===== config.mk =====
export PLATFORM = sky130hd
export DESIGN_NAME = instr_encoder
export DESIGN_NICKNAME = d
export VERILOG_FILES = /design/src/rtl/instr_encoder.sv
export SDC_FILE = /design/constraint.sdc
export NUM_CORES = 1
export LEC_CHECK = 0
export CAP_MARGIN = 20
export CORE_MARGIN = 1
export CORE_UTILIZATION = 55
export DETAILED_ROUTE_END_ITERATION = 10
export PLACE_DENSITY = 0.82
export REMOVE_ABC_BUFFERS = 1
export SYNTH_ARGS = -nofsm -noshare
export SYNTH_HDL_FRONTEND = slang
export SYNTH_SLANG_ARGS = --single-unit

===== constraint.sdc =====
create_clock -name clk -period 4.6 [get_ports clk]
set_clock_uncertainty 0.15 [all_clocks]
set_input_delay 0.92 -clock clk [delete_from_list [all_inputs] [get_ports clk]]
set_output_delay 0.92 -clock clk [all_outputs]
set_load 0.01 [all_outputs]

===== src/rtl/instr_encoder.sv =====
// RV32I instruction encoder with a small output FIFO.
// Each request is encoded in one combinational step, then queued together with
// its error flag. The head of the queue drives the output.

package instr_encoder_pkg;
  typedef logic [6:0] opcodes_t;

  localparam opcodes_t OPC_OP     = 7'b0110011;
  localparam opcodes_t OPC_OPIMM  = 7'b0010011;
  localparam opcodes_t OPC_LOAD   = 7'b0000011;
  localparam opcodes_t OPC_JALR   = 7'b1100111;
  localparam opcodes_t OPC_STORE  = 7'b0100011;
  localparam opcodes_t OPC_BRANCH = 7'b1100011;
  localparam opcodes_t OPC_LUI    = 7'b0110111;
  localparam opcodes_t OPC_AUIPC  = 7'b0010111;
  localparam opcodes_t OPC_JAL    = 7'b1101111;

  localparam logic [31:0] INSTR_NOP = 32'h0000_0013;
endpackage

module instr_encoder
  import instr_encoder_pkg::*;
#(
  parameter int FIFO_DEPTH = 4
) (
  input  logic        clk,
  input  logic        rst_n,
  input  logic        in_valid,
  output logic        in_ready,
  input  opcodes_t    in_opcode,
  input  logic [4:0]  in_rd,
  input  logic [4:0]  in_rs1,
  input  logic [4:0]  in_rs2,
  input  logic [2:0]  in_func3,
  input  logic        in_f7,
  input  logic [31:0] in_imm,
  output logic        out_valid,
  input  logic        out_ready,
  output logic [31:0] out_instr,
  output logic        out_err,
  output logic [15:0] err_count
);

  localparam int PTR_W = $clog2(FIFO_DEPTH);
  localparam int CNT_W = PTR_W + 1;

  logic signed [31:0] imm_s;
  logic               fits_s12;
  logic               fits_b13;
  logic               fits_j21;
  logic               is_shift;
  logic [31:0]        enc_instr;
  logic               enc_err;

  logic [32:0]        mem [FIFO_DEPTH];
  logic [PTR_W-1:0]   wr_ptr;
  logic [PTR_W-1:0]   rd_ptr;
  logic [CNT_W-1:0]   count;
  logic               push;
  logic               pop;

  assign imm_s    = $signed(in_imm);
  assign fits_s12 = (imm_s >= -32'sd2048)    && (imm_s <= 32'sd2047);
  // Branch and jump offsets are half-word aligned, so the upper bound is even.
  assign fits_b13 = (imm_s >= -32'sd4096)    && (imm_s <= 32'sd4094);
  assign fits_j21 = (imm_s >= -32'sd1048576) && (imm_s <= 32'sd1048574);
  assign is_shift = (in_func3 == 3'b001) || (in_func3 == 3'b101);

  // Field packing per instruction format; the word is still produced on error.
  always_comb begin
    enc_instr = INSTR_NOP;
    enc_err   = 1'b0;
    case (in_opcode)
      OPC_OP: begin
        enc_instr = {1'b0, in_f7, 5'b0, in_rs2, in_rs1, in_func3, in_rd, in_opcode};
      end
      OPC_OPIMM: begin
        if (is_shift) begin
          enc_instr = {1'b0, in_f7, 5'b0, in_imm[4:0], in_rs1, in_func3, in_rd, in_opcode};
          enc_err   = (imm_s < 32'sd0) || (imm_s > 32'sd31);
        end else begin
          enc_instr = {in_imm[11:0], in_rs1, in_func3, in_rd, in_opcode};
          enc_err   = !fits_s12;
        end
      end
      OPC_LOAD: begin
        enc_instr = {in_imm[11:0], in_rs1, in_func3, in_rd, in_opcode};
        enc_err   = !fits_s12;
      end
      OPC_JALR: begin
        enc_instr = {in_imm[11:0], in_rs1, in_func3, in_rd, in_opcode};
        enc_err   = !fits_s12 || (in_func3 != 3'b000);
      end
      OPC_STORE: begin
        enc_instr = {in_imm[11:5], in_rs2, in_rs1, in_func3, in_imm[4:0], in_opcode};
        enc_err   = !fits_s12;
      end
      OPC_BRANCH: begin
        enc_instr = {in_imm[12], in_imm[10:5], in_rs2, in_rs1, in_func3,
                     in_imm[4:1], in_imm[11], in_opcode};
        enc_err   = !fits_b13 || in_imm[0];
      end
      OPC_LUI, OPC_AUIPC: begin
        enc_instr = {in_imm[31:12], in_rd, in_opcode};
        enc_err   = (in_imm[11:0] != 12'h000);
      end
      OPC_JAL: begin
        enc_instr = {in_imm[20], in_imm[10:1], in_imm[11], in_imm[19:12], in_rd, in_opcode};
        enc_err   = !fits_j21 || in_imm[0];
      end
      default: begin
        enc_instr = INSTR_NOP;
        enc_err   = 1'b1;
      end
    endcase
  end

  // A full FIFO refuses pushes even if the head leaves on the same edge.
  assign in_ready  = (count != CNT_W'(FIFO_DEPTH));
  assign out_valid = (count != '0);
  assign push      = in_valid && in_ready;
  assign pop       = out_valid && out_ready;
  assign out_instr = out_valid ? mem[rd_ptr][31:0] : 32'h0;
  assign out_err   = out_valid ? mem[rd_ptr][32]   : 1'b0;

  // Storage needs no reset: the empty state masks its contents.
  always_ff @(posedge clk) begin
    if (push) mem[wr_ptr] <= {enc_err, enc_instr};
  end

  // Pointers, occupancy and the saturating error counter.
  always_ff @(posedge clk or negedge rst_n) begin
    if (!rst_n) begin
      wr_ptr    <= '0;
      rd_ptr    <= '0;
      count     <= '0;
      err_count <= '0;
    end else begin
      if (push) wr_ptr <= wr_ptr + PTR_W'(1);
      if (pop)  rd_ptr <= rd_ptr + PTR_W'(1);
      if (push && !pop)      count <= count + CNT_W'(1);
      else if (pop && !push) count <= count - CNT_W'(1);
      if (push && enc_err && (err_count != 16'hFFFF)) err_count <= err_count + 16'd1;
    end
  end

endmodule


==> impl_metrics.yaml, run 1 <==
critical_path:
  crit_end: "out_instr[7]"
  path_buf_inv: 2
  arrival_ns: 2.77
  cp_max_fo: 18
  required_ns: 3.53
  r2r-start: "count[1]$_DFFE_PN0P_"
  worst-r2r-cell-count: 9
  setup.worst_path.end_class: "output pin"
  cp-startpoint: "rd_ptr[0]$_DFFE_PN0P_"
  path_delay_family: "buffers and inverters"
  reg2reg_slack_ns: 2.15
  r2r_end: "count[2]$_DFFE_PN0P_"
  path_cells: "buf_4 > mux4_2 > and2_1 > clkdlybuf4s50_1"
  start_kind: "flip-flop"
  crit_slowest_cell: "dfrtp_2"
  cp.depth: 4
  slowest_delay_ns: 0.76
  setup.worst_path.class: "reg2out"
synth:
  ys.flop_type: "edfxtp_1"
  yosys_warnings: 0
  async_flop_share_pct: 14.8
  synth_area_leaders: "edfxtp_1 (56%), mux4_2 (11%), dfrtp_1 (8.1%)"
  ys_top_cells_by_count: "edfxtp_1 (132), and2_1 (36), mux4_2 (33), dfrtp_1 (23), nand2_1 (20)"
  ys_seq_area_share_pct: 64.2
  synth_area_per_cell_sq_um: 15.6
  synth_edf_count: 132
  synth.distinct_cells: 60
  synth.most_common_cell: "edfxtp_1"
  synth-seq-cells: 155
  synth_largest_area_cell: "edfxtp_1"
  netlist_instances: 453
  synth_top_area_share_pct: 56.1
  syn_area_sq_um: 7070
route:
  dr.pass1.iters: 7
  routed_wl_microns: 16000
  ant_nets: 0
  routed-via-count: 4594
  drc: 0
  wire_per_inst_microns: 21.0
  post_drt_via_cell_ratio: 6.02
  initialDrtViolationCount: 445
cts:
  cts_tree: "built"
  clockBufferDepth: 2
  cts_resized: 0
  cts.hold.buffers_added: 0
  htreeDepth: 4
  cts_buffers: 17
  post_cts_buffers: 0
  clockRootBuffer: "clkbuf_16"
  path_clk_slew_ns: 0.06
  clock_latency_ns: 0.42
  cts.sinks: 155
timing:
  min_period_over_period_pct: 83.5
  finalHoldViolCount: 0
  rsz0062_at_grt: "no"
  clock.fmax_mhz: 260
  slew_viol_final: 0
  holdWs_ns: 0.335
  final-setup-viol-count: 0
  finalCriticalPeriod_ns: 3.84
  slew_headroom_pct: 32.2
  worst_pin_slew_ns: 1.01
  fin_setup_tns_ns: 0
global_routing:
  grt_overflow: 0
  grt_pass1_wl_microns: 25200
  grt_max_degree: 37
  track_usage_pct: 26.2
  antenna_found_initial: 0
  grt_pass1_vias: 4717
final_layout:
  nets: 647
  multi_input_area_sq_um: 2400
  postLayoutCoreUtil_pct: 71.5
  filler_cell_count: 788
  final-seq-area_sq_um: 4540
  area_delta_synth_final_pct: 27.1
  antenna_cells: 0
  drive_gt1_share_pct: 15.6
  final_area_sq_um: 8980
worst_hold_path:
  hp-class: "reg2reg"
placement:
  gp_congestion: 0.965
  placed_area_sq_um: 8400
  io_buffers: 112
  hpwlAfterDp_microns: 10700
die:
  ios: 113
  die_y_microns: 115
  die_area_sq_um: 13300
  die_x_microns: 115
  initial_utilization_pct: 56.2
  core_area_sq_um: 12600
  std_cell_rows: 41
flow_run:
  drv_cap: 0
outcome:
  status: "completed"
pwr:
  powerDensity_nw_per_um2: 554
  ir_drop_mv: 0.514
  power_leakage_nw: 3.22
placed cells by master, fill, tap and decap left out, drive strengths merged, types with 3 or more instances in the layout:
cell,n
clkdlybuf4s50,112
buf,10
mux4,33
nand4,12
and3,10
a22o,17
nor2b,3
clkbuf,17
dfrtp,23
nand3,17
ha,6
a222oi,5
or4,6
nor3,8
or3,3
nor4,4
conb,8
edfxtp,132
nor2,18
nand2b,3
nand2,20
clkinvlp,4
mux2,3
clkinv,4
xnor2,19
o21ai,6
and2,36
inv,20
flip-flops by register name, indices dropped and copies added, names as in the netlist:
| name | cells |
|---|---|
| wr_ptr | 2 |
| count | 3 |
| rd_ptr | 2 |
| err_count | 16 |
| mem | 132 |
metrics by stage:
stage	instances	setup WS, ns	total power, mW
final	763	0.759	4.98
after global routing	763	0.615	5.21
after CTS	762	0.702	5.02
after detailed placement	730	0.728	3.71
after global placement	730	0.778	3.67
after floorplan	437	1.25	2.88
logic make-up (layout without fill, tap and decap cells):
family                     after synthesis  after routing  synth area share, %
buffers and inverters                   36            167                 2.12
adders and majority gates                7              7                 1.35
other                                    1              8               0.0531
DFF                                    155            155                 64.2
and+or+nand+nor                        149            149                 12.5
AOI/OAI and AO/OA                       48             48                 6.18
xor gates and xnor gates                21             21                 2.60
muxes                                   36             36                 11.0
power by group:
part	internal [mW]	switching, mW
Combinational	0.954	0.759
Sequential	1.80	0.157
Clock	0.708	0.598
layer usage:
metal	global-route usage [%]	up-vias	wire length, microns
li1	-	2030	-
met1	33.6	2269	6270
met2	42.1	250	7990
met3	7.22	45	1330
met4	11.4	0	434
met5	0	-	0
final cells by class:
cell class	count	area share, %
multi-input cells	269	26.8
well taps	172	2.40
clock inverters	15	1.45
inverters	13	0.543
repair buffers	122	13.5
flip-flops and latches	155	50.6
clock buffers	17	4.74
how the worst min path moves through the flow:
stage / from / end / slack (ns) / cells after the start
3_5_place_dp: count[2]$_DFFE_PN0P_ / count[2]$_DFFE_PN0P_ / 0.33 / 1
6_report: count[2]$_DFFE_PN0P_ / count[2]$_DFFE_PN0P_ / 0.33 / 1
4_1_cts: count[2]$_DFFE_PN0P_ / count[2]$_DFFE_PN0P_ / 0.34 / 1
3_3_place_gp: count[2]$_DFFE_PN0P_ / count[2]$_DFFE_PN0P_ / 0.32 / 1
2_1_floorplan: count[2]$_DFFE_PN0P_ / count[2]$_DFFE_PN0P_ / 0.30 / 1
5_1_grt: err_count[15]$_DFFE_PN0P_ / err_count[15]$_DFFE_PN0P_ / 0.36 / 1
Power figures use the tool's default switching activity.
==> inputs of run 2 (changes only) <==
CORE_UTILIZATION = 49   (was 55)
PLACE_DENSITY = 0.77   (was 0.82)
clock period = 3.3 ns   (was 4.6 ns; I/O delays follow)
==> run 2 against run 1 <==
Sequential share of layout area is 1.2 points lower. Via count grew 0.52%. Power grew 40%. Non-clock buffer count rose by 25. Wire length is 0.30% higher. Global-route usage down 3.0 points. Cell count rose by 4.3%. Combinational power increased by 47%. Critical path depth stayed put. Utilization fell by 5.8 points. Clock power is 37% higher. Sequential cell count unchanged. Critical endpoint is now out_instr[14].
==> impl_metrics.yaml, run 2 (synthesized netlist as in run 1, its figures left out) <==
timing:
  worst_pin_slew_ns: 0.539
  rsz0062_at_grt: "no"
  finalHoldViolCount: 0
  holdWs_ns: 0.321
  slew_headroom_pct: 64.0
  fin_setup_tns_ns: 0
  fin_ws_ns: 0.146
  clock.fmax_mhz: 317
  min_period_over_period_pct: 95.6
  slew_viol_final: 0
  finalCriticalPeriod_ns: 3.15
  final-setup-viol-count: 0
pwr:
  ir_drop_mv: 0.483
  power.clock.fraction_pct: 25.8
  p_comb_share_pct: 36.1
  powerDensity_nw_per_um2: 758
  power_leakage_nw: 3.36
  p_sw_share_pct: 28.7
  p_total_mw: 6.97
  seqPwrFrac_pct: 38.1
  p_int_mw: 4.97
  p_sw_mw: 2.00
critical_path:
  worst-r2r-cell-count: 9
  path_delay_family: "buffers and inverters"
  path_cells: "buf_12 > mux4_2 > and2_1 > clkdlybuf4s50_1"
  start_kind: "flip-flop"
  crit_slowest_cell: "mux4_2"
  required_ns: 2.49
  reg2reg_slack_ns: 0.77
  cp_max_fo: 33
  r2r-start: "count[0]$_DFFE_PN0P_"
  slowest_delay_ns: 0.57
  setup.worst_path.end_class: "output pin"
  arrival_ns: 2.34
  r2r_end: "count[2]$_DFFE_PN0P_"
  setup.worst_path.class: "reg2out"
  path_buf_inv: 2
final_layout:
  nets: 672
  final_cell_mix: "edfxtp_1 (132), clkdlybuf4s50_1 (112), and2_1 (36), mux4_2 (33), buf_4 (33)"
  final_cells: 796
  drive_gt1_share_pct: 18.2
  filler_cell_count: 1015
  antenna_cells: 0
  multi_input_area_sq_um: 2400
  postLayoutCoreUtil_pct: 65.7
  final_common_cell: "edfxtp_1"
  area_delta_synth_final_pct: 30.0
  regMostFlops: "mem"
  largest_reg_flops: 132
  final-seq-area_sq_um: 4540
  final_area_sq_um: 9190
  reg_top3: "mem (132), err_count (16), count (3)"
global_routing:
  grt_overflow: 0
  track_usage_pct: 23.2
  grt_pass1_wl_microns: 24800
  grt_max_degree: 37
  antenna_found_initial: 0
  grt_pass1_vias: 4759
cts:
  clockBufferDepth: 2
  cts_buffers: 17
  cts.sinks: 155
  clock_latency_ns: 0.42
  htreeDepth: 4
  cts_tree: "built"
  cts_resized: 0
  cts.hold.buffers_added: 0
  post_cts_buffers: 0
  path_clk_slew_ns: 0.06
  clockRootBuffer: "clkbuf_16"
die:
  die_y_microns: 122
  core_area_sq_um: 14000
  ios: 113
  initial_utilization_pct: 50.5
  die_x_microns: 122
  die_area_sq_um: 14900
  std_cell_rows: 43
route:
  initialDrtViolationCount: 431
  dr_wl_met2_microns: 7950
  wire_per_inst_microns: 20.2
  post_drt_via_cell_ratio: 5.80
  drc: 0
  maxUsedRoutingLayer: "met4"
  dr_wl_met3_microns: 1190
  routed-via-count: 4618
  wl_met1_microns: 6490
  dr.pass1.iters: 5
  routed_wl_microns: 16100
  ant_nets: 0
placement:
  placed_area_sq_um: 8610
  hpwlAfterDp_microns: 10800
  place_ws_ns: 0.0375
  gp_congestion: 0.914
  place_inst: 763
  io_buffers: 112
flow_run:
  drv_cap: 0
outcome:
  status: "completed"
worst_hold_path:
  hp-class: "in2async"
## run 2: changes by cell type in the layout (fill, tap and decap cells not counted)
| cell | before | now |
|---|---|---|
| buf_12 | 0 | 1 |
| clkinv_2 | 1 | 4 |
| clkbuf_8 | 0 | 2 |
| inv_4 | 0 | 1 |
| clkbuf_1 | 0 | 5 |
| buf_4 | 9 | 33 |
| clkinv_4 | 3 | 0 |
| clkbuf_16 | 17 | 19 |
| inv_8 | 3 | 0 |
| inv_6 | 4 | 0 |
| clkinvlp_4 | 4 | 1 |
## run 2: worst reg2reg max path: stages, from the launching register on
cell	delay, ns
dfrtp_1	0.43
or3_1	0.36
buf_4	0.27
nand2_1	0.17
ha_1	0.21
inv_1	0.06
fa_1	0.38
xor2_1	0.15
nor2_1	0.11
xor2_1	0.16
## run 2: area by class of cell
cell class	instances	area share [%]
timing repair buffer	147	15.4
clock buffer	26	5.68
sequential	155	49.4
tap	180	2.45
multi-input combinational	269	26.2
clock inverter	6	0.368
inverter	13	0.531
## run 2: worst max path at each step
| stage | cells after the start | from | end |
|---|---|---|---|
| after floorplan | 2 | rd_ptr[0]$_DFFE_PN0P_ | out_err |
| after global placement | 8 | in_imm[23] | err_count[12]$_DFFE_PN0P_ |
| after detailed placement | 8 | in_imm[29] | err_count[1]$_DFFE_PN0P_ |
| after CTS | 4 | rd_ptr[0]$_DFFE_PN0P_ | out_instr[14] |
| after global routing | 4 | rd_ptr[0]$_DFFE_PN0P_ | out_instr[14] |
| final | 4 | rd_ptr[0]$_DFFE_PN0P_ | out_instr[14] |
## run 2: power by group through the flow
stage | Sequential, mW | Clock [mW] | Combinational (mW)
6_report | 2.66 | 1.80 | 2.52
2_1_floorplan | 2.81 | 0 | 1.21
5_1_grt | 2.69 | 1.90 | 2.72
3_3_place_gp | 2.67 | 0 | 2.51
3_5_place_dp | 2.69 | 0 | 2.53
4_1_cts | 2.66 | 1.83 | 2.55
## run 2: layer usage
layer | up-vias | global-route usage, %
met2 | 212 | 36.5
met1 | 2287 | 29.4
met3 | 36 | 6.23
met4 | 0 | 12.7
met5 | - | 0
li1 | 2083 | -
